[src/rtl/dump_ctrl.sv]
// Frame-window capture controller: arms on request, opens a dump window at a chosen frame count.
// Define DUMP_LOADROM_EN to hold arming in WAIT_DL until the ROM download finishes.
module dump_ctrl #(
    parameter int CW = 16
) (
    input  logic          rst_n,
    input  logic          clk,
    input  logic          vs,
    input  logic          dwnld,
    input  logic          arm,
    input  logic          abort,
    input  logic [CW-1:0] start_frame,
    input  logic [CW-1:0] num_frames,
    output logic [CW-1:0] frame_cnt,
    output logic          dump_en,
    output logic          dump_start,
    output logic          dump_stop,
    output logic          busy,
    output logic          done,
    output logic [2:0]    dbg_state
);

    typedef enum logic [2:0] {
        S_IDLE    = 3'd0,
        S_WAIT_DL = 3'd1,
        S_ARMED   = 3'd2,
        S_ACTIVE  = 3'd3,
        S_DONE    = 3'd4
    } state_t;

`ifdef DUMP_LOADROM_EN
    localparam state_t ARM_TARGET = S_WAIT_DL;
`else
    localparam state_t ARM_TARGET = S_ARMED;
`endif

    localparam logic [CW-1:0] ONE = {{(CW-1){1'b0}}, 1'b1};

    state_t        state;
    logic          vs_l;
    logic          dwnld_l;
    logic [CW-1:0] win_cnt;
    logic [CW-1:0] sf_q;
    logic [CW-1:0] nf_q;
    logic          vs_fall;
    logic          dwnld_fall;
    logic [CW-1:0] win_nxt;

    assign vs_fall    = vs_l & ~vs;
    assign dwnld_fall = dwnld_l & ~dwnld;
    assign win_nxt    = win_cnt + ONE;
    assign dbg_state  = state;

    always_ff @(posedge clk or negedge rst_n) begin
        if (!rst_n) begin
            vs_l      <= 1'b0;
            dwnld_l   <= 1'b0;
            frame_cnt <= '0;
        end else begin
            vs_l    <= vs;
            dwnld_l <= dwnld;
            if (vs_fall)
                frame_cnt <= frame_cnt + ONE;
        end
    end

    // Comparisons use frame_cnt before this edge's increment.
    always_ff @(posedge clk or negedge rst_n) begin
        if (!rst_n) begin
            state      <= S_IDLE;
            win_cnt    <= '0;
            sf_q       <= '0;
            nf_q       <= '0;
            dump_en    <= 1'b0;
            dump_start <= 1'b0;
            dump_stop  <= 1'b0;
            busy       <= 1'b0;
            done       <= 1'b0;
        end else begin
            dump_start <= 1'b0;
            dump_stop  <= 1'b0;
            if (abort) begin
                state     <= S_IDLE;
                dump_en   <= 1'b0;
                dump_stop <= (state == S_ACTIVE);
                busy      <= 1'b0;
                done      <= 1'b0;
            end else begin
                case (state)
                    S_IDLE, S_DONE: begin
                        if (arm) begin
                            sf_q  <= start_frame;
                            nf_q  <= num_frames;
                            state <= ARM_TARGET;
                            busy  <= 1'b1;
                            done  <= 1'b0;
                        end
                    end
                    S_WAIT_DL: begin
                        if (dwnld_fall)
                            state <= S_ARMED;
                    end
                    S_ARMED: begin
                        if (vs_fall && frame_cnt == sf_q) begin
                            state      <= S_ACTIVE;
                            win_cnt    <= '0;
                            dump_en    <= 1'b1;
                            dump_start <= 1'b1;
                        end
                    end
                    S_ACTIVE: begin
                        if (vs_fall) begin
                            if (nf_q != '0 && win_nxt == nf_q) begin
                                state     <= S_DONE;
                                dump_en   <= 1'b0;
                                dump_stop <= 1'b1;
                                busy      <= 1'b0;
                                done      <= 1'b1;
                            end else begin
                                win_cnt <= win_nxt;
                            end
                        end
                    end
                    default: begin
                        state   <= S_IDLE;
                        dump_en <= 1'b0;
                        busy    <= 1'b0;
                        done    <= 1'b0;
                    end
                endcase
            end
        end
    end

endmodule
[config.mk]
export PLATFORM = sky130hd
export DESIGN_NAME = dump_ctrl
export DESIGN_NICKNAME = d
export VERILOG_FILES = /design/src/rtl/dump_ctrl.sv
export SDC_FILE = /design/constraint.sdc
export NUM_CORES = 1
export LEC_CHECK = 0
export CELL_PAD_IN_SITES_DETAIL_PLACEMENT = 2
export CELL_PAD_IN_SITES_GLOBAL_PLACEMENT = 2
export CORE_UTILIZATION = 35
export DETAILED_ROUTE_END_ITERATION = 8
export PLACE_DENSITY_LB_ADDON = 0.1
export SETUP_SLACK_MARGIN = 0.05
export SLEW_MARGIN = 15
export SYNTH_ARGS = -nofsm -noshare
export SYNTH_HDL_FRONTEND = slang
export SYNTH_SLANG_ARGS = --single-unit
[constraint.sdc]
create_clock -name clk -period 3.4 [get_ports clk]
set_input_delay 0.68 -clock clk [delete_from_list [all_inputs] [get_ports clk]]
set_output_delay 0.68 -clock clk [all_outputs]
set_load 0.05 [all_outputs]
==> reports/results.txt <==
status -> finished, violations left
violated checks -> design-rule violations
Yosys warnings -> 0
Max IR drop VDD -> 0.000399 V
GR Overflow Total -> 0
H-tree Lvls -> 3
DRC -> 2
final std cells w/o fill -> 595
final setup TNS -> 0 ns
clock tree root buffer cell -> clkbuf_16
RSZ-0062 raised after global routing -> no
post-DP HPWL -> 8810 um
Post-synth EDFFs -> 0
Detail Route Antenna Nets -> 0
clk_skew -> 0.00581 ns
crit path cell chain -> ha_1 -> nand3_1 -> buf_4 -> nor2_1 -> o21ai_0 -> a211oi_2 -> o2111ai_4 -> nor2_2 -> nor2_1 -> a22o_1
HP Class -> input pin to async pin
Routed Wire Length -> 12400 um
Critical Path Source Type -> register
Die H -> 111 um
Syn Area/Cell -> 10.6 um^2
share of flip-flops with an asynchronous set or reset -> 100%
core area -> 0.0115 mm^2
PwrDens -> 548 mW/mm^2
final hold viol count -> 0
Starting Density -> 36.3%
largest net degree at the start of global routing -> 75
post-cts resize count -> 0
Final setup viols -> 0
drt pass-1 iters -> 6
#FFs+latches synth -> 74
CP max FO -> 19
Synth-to-Final Area Change -> 24.6%
distinct cell type count of the synthesized netlist -> 64
die width -> 111 um
nets@finish -> 487
clk buf depth -> 2
DR vias/cell -> 5.63
Top cell by count, worst path -> nor2_1
Worst-path clk slew -> 0.06 ns
clk_lat worst skew -> 0.35 ns
DRT iter0 DRCs -> 115
Worst Path Buf+Inv -> 1
Cell Rows -> 39
Boundary Pins -> 62
number of fill cells in the layout -> 1192
Post-Synthesis Cells -> 395
port bufs -> 61
worst slew pin tran -> 0.963 ns
crit path kind -> register to register
register area share after synthesis -> 44.3%
wire per inst -> 20.9 um
WP data required -> 3.64 ns
CTS Buf Count -> 9
DR vias -> 3349
GRT Util Overall -> 22.2%
P_leak -> 0.00206 uW
vias in the first global route -> 3805
CTS tree -> yes
dpl cells -> 579
die area -> 0.0124 mm^2
Critical Path AT -> 3.32 ns
Pwr Total -> 2860 uW
setup repair bufs after CTS -> 0
CP delay by family, top -> compound AO/OA/AOI/OAI gates
global-route wire length before repair -> 21000 um
Primary FF master, synth -> dfrtp_1
placer congestion estimate -> 0.771
slowest CP cell -> dfrtp_1
Final Critical Period -> 3.09 ns
ANT cells -> 0
Final Max Slew Viols -> 0
worst rel slew slack -> 35.8%
Clock Sinks -> 74
crit end category -> register
CP max stage delay -> 0.47 ns
layout cells sized above 1 -> 17.5%
area of the mapped netlist -> 0.00418 mm^2
syn nets -> 435
Hold Buf Count CTS -> 0
max-cap violations -> 0
initial antenna violation count -> 0
period utilisation layout -> 90.7%
Peak Freq -> 324 MHz
-- path summary, 6_finish.rpt --
path / from / endpoint / slack, ns / cells past startpoint
min: rst_n / dump_start$_DFF_PN0_ / 0.47 / 1
max: win_cnt[1]$_DFFE_PN0P_ / dbg_state[0]$_DFFE_PN0P_ / 0.31 / 10
min reg2reg: sf_q[2]$_DFFE_PN0P_ / sf_q[2]$_DFFE_PN0P_ / 0.53 / 1
max in group asynchronous: rst_n / nf_q[11]$_DFFE_PN0P_ / 2.29 / 1
max reg2reg: win_cnt[1]$_DFFE_PN0P_ / dbg_state[0]$_DFFE_PN0P_ / 0.31 / 10
min in group clk: sf_q[2]$_DFFE_PN0P_ / sf_q[2]$_DFFE_PN0P_ / 0.53 / 1
-- synthesized netlist by cell type (all sizes together) (3+ instances only) --
cell type / n / area share (%)
and3: 3 / 0.45
nor2: 19 / 1.8
mux2: 33 / 8.9
nor3: 11 / 1.4
o21ai: 25 / 3.1
nand4: 13 / 2.5
nor4b: 3 / 0.63
o211ai: 3 / 0.66
nand2: 24 / 2.2
o2111ai: 4 / 1.4
xnor2: 26 / 5.6
a41oi: 3 / 0.63
and4: 4 / 1.0
a31oi: 6 / 0.90
nor4: 13 / 2.4
xor2: 23 / 4.8
or3: 4 / 0.60
clkbuf: 9 / 0.81
o31ai: 6 / 1.1
nor2b: 4 / 0.60
nand3: 19 / 2.4
a21oi: 10 / 1.6
inv: 3 / 0.27
buf: 16 / 2.8
nor3b: 3 / 0.54
nand2b: 8 / 1.2
dfrtp: 74 / 44
-- through the flow --
step | cell area, um^2 | utilization (%) | setup slack [ns] | hold WS (ns)
3_3_place_gp | 4860 | 42.2 | 0.411 | 0.505
4_1_cts | 5220 | 45.3 | 0.306 | 0.517
3_5_place_dp | 4860 | 42.2 | 0.211 | 0.519
6_report | 5220 | 45.3 | 0.315 | 0.471
5_1_grt | 5220 | 45.3 | 0.0515 | 0.545
2_1_floorplan | 4180 | - | 0.939 | 0.384
-- cells by family (layout without fill, tap and decap cells) --
group	count (synthesis)	after routing	synth area share [%]
and+or+nand+nor	136	136	19.1
DFF	74	74	44.3
AOI/OAI and AO/OA	73	73	12.8
xor gates and xnor gates	49	49	10.4
muxes	33	33	8.88
buffers and inverters	28	85	3.86
adders and majority gates	2	2	0.598
-- routing by layer --
metal	track usage (%)	part of all wire (%)
met1	29.9	48
met2	35.7	48
met3	3.43	2.7
met4	9.01	2.0
met5	0	0
-- cell usage in the layout, fill, tap and decap left out, types with 4 or more instances in the layout --
| cell type | Yosys | final |
|---|---|---|
| dfrtp_1 | 74 | 74 |
| clkdlybuf4s50_1 | 0 | 60 |
| mux2_2 | 29 | 29 |
| xnor2_1 | 25 | 25 |
| nand2_1 | 23 | 23 |
| xor2_1 | 23 | 23 |
| nor2_1 | 18 | 18 |
| nand3_1 | 18 | 18 |
| o21ai_1 | 15 | 15 |
| nand4_1 | 11 | 11 |
| nor4_1 | 10 | 10 |
| o21ai_0 | 9 | 9 |
| nor3_1 | 10 | 9 |
| clkbuf_16 | 0 | 9 |
| nand2b_1 | 8 | 8 |
| a31oi_1 | 6 | 6 |
| a21oi_1 | 6 | 6 |
| o31ai_1 | 6 | 6 |
| buf_4 | 5 | 6 |
| nor2b_1 | 4 | 4 |
| or3_1 | 4 | 4 |
| a21oi_2 | 4 | 4 |
| mux2_1 | 4 | 4 |
-- report_power, final --
group          leakage, uW  switching (uW)  internal [uW]
Combinational     0.000945             309            263
Clock             0.000173             399            740
Sequential        0.000944             157            991
Total              0.00206             865           1990
-- sequential cells by signal, indices dropped and copies added (netlist names) --
register,cells
win_cnt,16
dbg_state,3
dump_start,1
dump_stop,1
busy,1
nf_q,16
dwnld_l,1
frame_cnt,16
sf_q,16
vs_l,1
dump_en,1
done,1
-- final cells by class --
type	instances	area, um^2	share of cell area (%)
multi-input cells	293	2180	41.7
flip-flops and latches	74	1850	35.5
repair buffers	66	646	12.4
clock buffers	10	239	4.58
well taps	143	179	3.43
clock inverters	6	113	2.16
inverters	3	11.3	0.216
(Power assumes the default switching activity.)
